`src/rtl/reg_file_2r1w_pkg.sv`:
```
// Shared constants and state encoding for the 32 x 32 architectural register file.
// Pure declarations, no logic.
package regfile_pkg;
    localparam int DATA_W   = 32;
    localparam int ADDR_W   = 5;
    localparam int NUM_REGS = 2 ** ADDR_W;

    localparam logic [ADDR_W-1:0] REG_ZERO  = 5'd0;
    localparam logic [ADDR_W-1:0] INIT_LAST = 5'd31;

    typedef enum logic {
        INIT  = 1'b0,
        READY = 1'b1
    } rf_state_e;
endpackage

```
`src/rtl/reg_file_2r1w_if.sv`:
```
// Register-file access bundle: one write port, two read ports, ready indication.
// Core side drives addresses/write data; register file drives read data and ready.
interface reg_file_2r1w_if;
    import regfile_pkg::*;

    logic              inRegWrite;
    logic [ADDR_W-1:0] inWriteAddr;
    logic [DATA_W-1:0] inWriteData;
    logic [ADDR_W-1:0] inReadAddrA;
    logic [ADDR_W-1:0] inReadAddrB;
    logic [DATA_W-1:0] outReadDataA;
    logic [DATA_W-1:0] outReadDataB;
    logic              outReady;

    modport master (
        output inRegWrite, inWriteAddr, inWriteData, inReadAddrA, inReadAddrB,
        input  outReadDataA, outReadDataB, outReady
    );

    modport slave (
        input  inRegWrite, inWriteAddr, inWriteData, inReadAddrA, inReadAddrB,
        output outReadDataA, outReadDataB, outReady
    );
endinterface

```
`src/rtl/reg_file_2r1w_init_ctrl.sv`:
```
// Post-reset clear sequencer: walks addresses 1..31 one per cycle, then reports ready.
// Latency: ready rises on the 31st edge after reset release; no backpressure, free-running.
// Backpressure: none; the core is expected to stall on !ready.
module reg_file_init_ctrl
    import regfile_pkg::*;
(
    input  logic              inClk,
    input  logic              inReset,
    output logic              clr_en,
    output logic [ADDR_W-1:0] clr_addr,
    output logic              ready
);

    rf_state_e         state_q, state_d;
    logic [ADDR_W-1:0] cnt_q, cnt_d;
    logic              ready_q, ready_d;

    always_comb begin
        state_d = state_q;
        cnt_d   = cnt_q;
        if (state_q == INIT) begin
            // Address 0 has no storage, so the walk starts at 1 and stops at the last register.
            if (cnt_q == INIT_LAST) begin
                state_d = READY;
            end else begin
                cnt_d = cnt_q + ADDR_W'(1);
            end
        end
        ready_d = (state_d == READY);
    end

    always_ff @(posedge inClk) begin
        if (inReset) begin
            state_q <= INIT;
            cnt_q   <= ADDR_W'(1);
            ready_q <= 1'b0;
        end else begin
            state_q <= state_d;
            cnt_q   <= cnt_d;
            ready_q <= ready_d;
        end
    end

    assign clr_en   = (state_q == INIT);
    assign clr_addr = cnt_q;
    assign ready    = ready_q;

endmodule

```
`src/rtl/reg_file_2r1w.sv`:
```
// 32 x 32-bit register file, two combinational read ports, one clocked write port, r0 reads zero.
// Latency: reads 0 cycles, writes visible after the edge; REGFILE_BYPASS_EN forwards same-cycle writes.
// Backpressure: none; outReady stays low during the post-reset clear and writes are dropped then.
module reg_file_2r1w
    import regfile_pkg::*;
(
    input  logic            inClk,
    input  logic            inReset,
    reg_file_2r1w_if.slave  bus
);

    logic              clr_en;
    logic [ADDR_W-1:0] clr_addr;
    logic              ready;

    logic [DATA_W-1:0] regs_q [NUM_REGS];
    logic [DATA_W-1:0] regs_d [NUM_REGS];
    logic [DATA_W-1:0] rd_a;
    logic [DATA_W-1:0] rd_b;

    reg_file_init_ctrl u_init_ctrl (
        .inClk    (inClk),
        .inReset  (inReset),
        .clr_en   (clr_en),
        .clr_addr (clr_addr),
        .ready    (ready)
    );

    always_comb begin
        regs_d = regs_q;
        if (!inReset) begin
            if (clr_en) begin
                regs_d[clr_addr] = '0;
            end else if (ready && bus.inRegWrite && (bus.inWriteAddr != REG_ZERO)) begin
                regs_d[bus.inWriteAddr] = bus.inWriteData;
            end
        end
        regs_d[REG_ZERO] = '0;
    end

    // No reset on the array: the clear sequencer zeroes it before ready is raised.
    always_ff @(posedge inClk) begin
        regs_q <= regs_d;
    end

    always_comb begin
        rd_a = '0;
        rd_b = '0;
        if (ready && (bus.inReadAddrA != REG_ZERO)) rd_a = regs_q[bus.inReadAddrA];
        if (ready && (bus.inReadAddrB != REG_ZERO)) rd_b = regs_q[bus.inReadAddrB];
`ifdef REGFILE_BYPASS_EN
        if (ready && bus.inRegWrite && (bus.inWriteAddr != REG_ZERO)) begin
            if (bus.inWriteAddr == bus.inReadAddrA) rd_a = bus.inWriteData;
            if (bus.inWriteAddr == bus.inReadAddrB) rd_b = bus.inWriteData;
        end
`endif
    end

    assign bus.outReadDataA = rd_a;
    assign bus.outReadDataB = rd_b;
    assign bus.outReady     = ready;

endmodule
```
`src/flat_wrapper.sv`:
```
// flat-port wrapper written by rule: the top's interface ports become plain ports
module reg_file_2r1w_flat import regfile_pkg::*;
  (inClk, inReset, bus_inRegWrite, bus_inWriteAddr, bus_inWriteData, bus_inReadAddrA, bus_inReadAddrB, bus_outReadDataA, bus_outReadDataB, bus_outReady);
  reg_file_2r1w_if bus_i ();
  input  logic inClk;
  input  logic inReset;
  input wire logic [$bits(bus_i.inRegWrite)-1:0] bus_inRegWrite;
  input wire logic [$bits(bus_i.inWriteAddr)-1:0] bus_inWriteAddr;
  input wire logic [$bits(bus_i.inWriteData)-1:0] bus_inWriteData;
  input wire logic [$bits(bus_i.inReadAddrA)-1:0] bus_inReadAddrA;
  input wire logic [$bits(bus_i.inReadAddrB)-1:0] bus_inReadAddrB;
  output wire logic [$bits(bus_i.outReadDataA)-1:0] bus_outReadDataA;
  output wire logic [$bits(bus_i.outReadDataB)-1:0] bus_outReadDataB;
  output wire logic [$bits(bus_i.outReady)-1:0] bus_outReady;
  assign bus_i.inRegWrite = bus_inRegWrite;
  assign bus_i.inWriteAddr = bus_inWriteAddr;
  assign bus_i.inWriteData = bus_inWriteData;
  assign bus_i.inReadAddrA = bus_inReadAddrA;
  assign bus_i.inReadAddrB = bus_inReadAddrB;
  assign bus_outReadDataA = bus_i.outReadDataA;
  assign bus_outReadDataB = bus_i.outReadDataB;
  assign bus_outReady = bus_i.outReady;
  reg_file_2r1w u_core (.inClk(inClk), .inReset(inReset), .bus(bus_i));
endmodule
```
`config.mk`:
```
export PLATFORM = sky130hd
export DESIGN_NAME = reg_file_2r1w_flat
export DESIGN_NICKNAME = d
export VERILOG_FILES = /design/src/rtl/reg_file_2r1w_pkg.sv /design/src/rtl/reg_file_2r1w_if.sv /design/src/rtl/reg_file_2r1w_init_ctrl.sv /design/src/rtl/reg_file_2r1w.sv /design/src/flat_wrapper.sv
export SDC_FILE = /design/constraint.sdc
export NUM_CORES = 2
export LEC_CHECK = 0
export CORE_UTILIZATION = 42
export CTS_CLUSTER_DIAMETER = 100
export DETAILED_ROUTE_END_ITERATION = 10
export PLACE_DENSITY_LB_ADDON = 0.15
export RECOVER_POWER = 25
export SETUP_SLACK_MARGIN = 0.1
export SYNTH_ARGS = -nofsm -noshare
export SYNTH_HDL_FRONTEND = slang
export SYNTH_SLANG_ARGS = --single-unit
```
`constraint.sdc`:
```
create_clock -name inClk -period 4.1 [get_ports inClk]
set_input_delay 0.82 -clock inClk [delete_from_list [all_inputs] [get_ports inClk]]
set_output_delay 0.82 -clock inClk [all_outputs]
set_load 0.01 [all_outputs]
```
* Word level (Yosys, flattened, before mapping)
Cells that the tools add are included.
Operators by class: reduce and logical (&&, ||, !) cells 11, order comparisons 6, bitwise logic cells 9, muxes and demuxes 17, equality and inequality tests 2, add/subtract/negate cells 1
Operators by type and width (number):
- $mux 992 | 2
- $bwmux 1024 | 1
- $and 992x992->992 | 1
- $not 992->992 | 1
- $bmux 32 s5 | 2
- $demux 32 s5 | 2
- $mux 32 | 8
- $ge 6x6->1 const B | 4
- $not 5->6 | 4
- $reduce_bool 5->1 | 3
- $lt 6x1->1 const B | 2
- $logic_and 1x1->1 | 6
- $add 5x1->5 const B | 1
- $eq 5x5->1 const B | 1
- $reduce_and 2->1 | 2
- $not 1->1 | 3
- $mux 1 | 2
- $ne 2x1->1 const B | 1
Word-level totals: flip-flop bits (word level) 998, input bits 50, logic and storage cells 79

* Depth between registers and ports, before layout
depth in word-level cells 8, depth in mapped cells 9, depth with buffers taken out 7

* Hierarchy
From an unflattened synthesis, not the netlist that was laid out.
Second synthesis, totals: cell total of the unflattened synthesis 4079, area, all modules 58214.6 µm²
Modules (own cells, without submodules):
- reg_file_2r1w | cells each 4052, area each 57950.6 µm², times used 1
- reg_file_init_ctrl | cells each 27, area each 264.0 µm², times used 1

* Least setup slack after synthesis
OpenSTA, ideal clock, no wires.
path kind in2reg, start point in bus_inWriteAddr[3], end point reg u_core.regs_q[480] (netlist name), enable pin, data required time 3668 ps, arrival time 3429 ps, stages on the path 5, path slack 239 ps, setup time 432 ps, cells stage by stage or3_1 -> nor2_1 -> clkbuf_1 -> inv_1 -> a21oi_1
Between the ends: cells in the longest elaborated chain, start to end 4
RTL lines:
- start: declaration | RTL line flat_wrapper.sv:8 | input wire logic [$bits(bus_i.inWriteAddr)-1:0] bus_inWriteAddr;
- $reduce_bool 5->1 | RTL line reg_file_2r1w.sv:34 | end else if (ready && bus.inRegWrite && (bus.inWriteAddr != REG_ZERO)) begin
- $logic_and 1x1->1 | RTL line reg_file_2r1w.sv:34
- $ne 2x1->1 (no line)
- $reduce_and 2->1 (no line)
- end signal: assignment | RTL line reg_file_2r1w.sv:43 | regs_q <= regs_d;
- end: declaration | RTL line reg_file_2r1w.sv:16 | logic [DATA_W-1:0] regs_q [NUM_REGS];
Every way passes these cells. A chain may end at the register's enable or synchronous reset.

* Worst setup path after layout
start point in bus_inReadAddrB[0], end point out bus_outReadDataB[14]
Between the ends: cells in the longest elaborated chain, start to end 5, elaborated cells on any way between the ends 7, classes of those cells 4 x mux; 1 x bitwise; 2 x reduce/logical
RTL lines:
- start: declaration | RTL line flat_wrapper.sv:11 | input wire logic [$bits(bus_i.inReadAddrB)-1:0] bus_inReadAddrB;
- $not 5->6 (not written as such) | RTL line reg_file_2r1w.sv:50 | if (ready && (bus.inReadAddrB != REG_ZERO)) rd_b = regs_q[bus.inReadAddrB];
- $bmux 32 s5 | RTL line reg_file_2r1w.sv:50
- $mux 32 (not written as such) (2 in series) | RTL line reg_file_2r1w.sv:50
- $mux 32 (*) | RTL line reg_file_2r1w.sv:50
- end: declaration | RTL line flat_wrapper.sv:13 | output wire logic [$bits(bus_i.outReadDataB)-1:0] bus_outReadDataB;
Every way passes the cells marked *; elsewhere a longest branch is shown, timed or not. The select of a mux whose other input is x is not followed.

==> impl_metrics.yaml <==
critical_path:
  r2r_slack_ns: 0.04
  reg2reg_to: "u_core.regs_q[70]$_DFFE_PP_"
  cp-start-kind: "input port"
  rr_startpoint: "u_core.u_init_ctrl.ready$_SDFF_PP0_"
  end_kind: "output pin"
  cp_max_fo: 11
  worstPathArrival_ns: 3.24
  setup.worst_path.class: "input port to output pin"
  rr_worst_depth: 3
  crit_start: "bus_inReadAddrB[0]"
  cp.required_ns: 3.28
  crit_end: "bus_outReadDataB[14]"
sta:
  fin_skew_ns: 0.0249
  relSlewSlack_pct: -57.5
  rsz0062_at_grt: "true"
  worst_hold_slack_ns: 0.543
  fin_crit_sh_pct: 99.0
  finalHoldViolations: 0
  fmax_mhz: 246
  finalSetupViolCount: 0
  drv_slew: 170
  worst_slew_pin_slew_ns: 2.36
  period_needed_ns: 4.06
worst_hold_path:
  min_path_cells: 2
  min_from: "u_core.u_init_ctrl.clr_addr[1]$_SDFFE_PP0P_"
  min_path_type: "flip-flop to flip-flop"
run_status:
  outcome: "complete, but fails checks"
  violations: "max-capacitance violations, max-slew violations"
power:
  cellLeakagePower_uw: 0.0262
  cellPowerDensity_mw_per_mm2: 395
  power_uw: 27300
  worst_ir_drop_vdd_uv: 362
final_layout:
  fillers: 11900
  synthToLayoutAreaGrowth_pct: 19.5
  utilization_pct: 50.8
  nets: 4985
  drive_above_1_share_pct: 26.5
die:
  core_area_mm2: 0.136
  dieArea_mm2: 0.139
  die_height_um: 373
  start_util_pct: 42.5
  io_pins: 115
  rows: 135
  fp.dieW_um: 373
synthesis:
  synth_cells: 4727
  ys_types: 56
  synth_warnings: 0
  synth_area_mm2: 0.0578
  synth-seq-area-share_pct: 51.7
  yosys.area.top_type: "edfxtp_1"
  async_reset_ff_share_pct: 0
  synthTopCellsByArea: "edfxtp_1, mux4_2, o21ai_0"
  syn_nets: 4782
  synth_edf_count: 992
  ys_ff_latch: 998
  synth_area_per_cell_um2: 12.2
  synth_top_cell_area_share_pct: 51.5
  synth_ff_type: "edfxtp_1"
routing:
  drt_iter0_markers: 6850
  dr.pass1.iters: 11
  via_count: 46700
  drc: 0
  wl_per_cell_um: 35.8
  viasPerCell: 6.85
  wl_um: 244000
  antenna_left: 0
global_route:
  grt.overflow.total: 0
  antenna_found_initial: 5
  grt_max_degree: 91
  grt_pass1_wl_um: 343000
  grt_pass1_vias: 44700
  grt_usage_pct: 34.4
run:
  drv_cap: 7
clock_network:
  clock_path_buffers: 3
  clockRootBuffer: "clkbuf_16"
  htreeDepth: 3
  cts_made_buffers: 111
  cts_tree: "done"
  path_clk_slew_ns: 0.07
  cts.sinks: 998
  clock_latency_ns: 0.75
placed_design:
  port_buffers: 114
  hpwlAfterDp_um: 151000
  gp_congestion: 0.932
## critical path: stages
cell	delay (ns)
buf_16	0.14
buf_12	0.14
buf_16	0.14
buf_4	0.14
buf_4	0.14
mux4_2	0.31
nor2b_1	0.13
a211oi_1	0.09
nor4_4	0.52
clkdlybuf4s50_1	0.63
## state kept, by name (all words and copies together) (netlist names)
signal and flops:
u_core.regs_q 992, u_core.u_init_ctrl.ready 1, u_core.u_init_ctrl.clr_addr 5
## what timing repair did
| action | CTS | global route |
|---|---|---|
| hold endpoints to repair | 0 | 0 |
| hold buffers | 0 | 0 |
| pin swaps | 21 | 15 |
| gates resized for setup | 194 | 61 |
| endpoints found under the setup margin | 64 | 35 |
| buffers inserted | 31 | 3 |
| gates cloned | 8 | 0 |
## metrics by stage
step                      cells  setup WS [ns]  TNS, ns  area, µm²
after floorplan            4727          0.239        0      57800
after global placement     6556         -0.818   -12.60      63800
after detailed placement   6556         -0.742   -13.40      63800
after CTS                  6803        0.00986        0      68900
after global routing       6806         0.0244        0      69100
final                      6809         0.0417        0      69100
## cell type report
class | instances | area (µm²) | area share (%)
Inverter | 17 | 63.8 | 0.0923
Tap cell | 1781 | 2230 | 3.22
Sequential cell | 998 | 29900 | 43.3
Clock inverter | 78 | 801 | 1.16
Multi-Input combinational cell | 3194 | 27000 | 39.1
Timing Repair Buffer | 608 | 6200 | 8.97
Antenna cell | 3 | 7.51 | 0.0109
Clock buffer | 130 | 2890 | 4.18
## worst min-delay path by stage
stage,end,slack [ns]
4_1_cts,u_core.u_init_ctrl.clr_addr[1]$_SDFFE_PP0P_,0.54
2_1_floorplan,u_core.u_init_ctrl.clr_addr[1]$_SDFFE_PP0P_,0.49
3_3_place_gp,u_core.u_init_ctrl.clr_addr[1]$_SDFFE_PP0P_,0.52
3_5_place_dp,u_core.u_init_ctrl.clr_addr[1]$_SDFFE_PP0P_,0.53
5_1_grt,u_core.u_init_ctrl.clr_addr[1]$_SDFFE_PP0P_,0.60
6_report,u_core.u_init_ctrl.clr_addr[1]$_SDFFE_PP0P_,0.54
## cell families (layout without fill, tap and decap cells)
family | count (synthesis) | after routing | synth area share [%]
AO/OA/AOI/OAI | 1374 | 1374 | 15.2
XOR/XNOR | 3 | 3 | 0.0454
other | 0 | 3 | 0
adder cells (fa/ha/maj) | 5 | 5 | 0.108
flip-flops | 998 | 998 | 51.7
AND/OR/NAND/NOR | 1082 | 1082 | 7.92
buffers and inverters | 535 | 833 | 4.55
multiplexers | 730 | 730 | 20.4
## report_power, final
group	total (µW)	switching [µW]	leakage (µW)	internal, µW
registers	12600	509	0.00979	12100
logic	4140	2300	0.0147	1840
clock network	10600	4520	0.00180	6030
total	27300	7340	0.0262	19900
## routing by layer
| layer | global-route usage, % | vias to the layer above | part of all wire (%) |
|---|---|---|---|
| met1 | 45.8 | 23700 | 38 |
| met4 | 14.6 | 2 | 4.5 |
| met2 | 53.5 | 3392 | 45 |
| met5 | 0 | - | 0.0037 |
| li1 | - | 18900 | - |
| met3 | 8.51 | 638 | 12 |
## layout by cell type, fill, tap and decap left out, types with 19 or more instances in the layout
master and count:
a21oi_1 20, a21oi_4 45, a221o_1 42, a221oi_1 28, a22o_1 256, a22oi_1 27, and2_1 35, buf_12 69
buf_4 364, buf_6 24, clkbuf_1 21, clkbuf_16 113, clkdlybuf4s50_1 64, clkinv_1 28, clkinv_2 20, edfxtp_1 992
mux2_2 102, mux2i_1 260, mux4_2 348, nand2_1 806, nand2b_1 40, nor2_1 48, nor2b_1 39, nor3_1 24
o21ai_0 780, o221a_2 19, o22ai_1 36
## synthesized netlist by cell type, types with 2 or more instances
cell type / instances
a2111oi_0: 13
a2111oi_1: 8
a211oi_1: 26
a21oi_1: 65
a221o_1: 42
a221oi_1: 39
a222oi_1: 16
a22o_1: 256
a22oi_1: 30
a31oi_1: 14
a32oi_1: 15
and2_1: 41
and3_1: 4
buf_1: 37
buf_2: 79
buf_4: 25
buf_6: 45
buf_8: 6
clkbuf_1: 323
clkbuf_4: 2
dfxtp_1: 6
edfxtp_1: 992
ha_1: 5
inv_1: 16
mux2_2: 106
mux2i_1: 275
mux4_2: 348
nand2_1: 811
nand2b_1: 42
nand4_1: 17
nor2_1: 51
nor2b_1: 45
nor3_1: 31
nor4_1: 32
o21a_1: 6
o21ai_0: 780
o221a_2: 21
o22ai_1: 37
or3_1: 2
xor2_1: 2
Note: power is estimated with default switching activity, not from simulation.
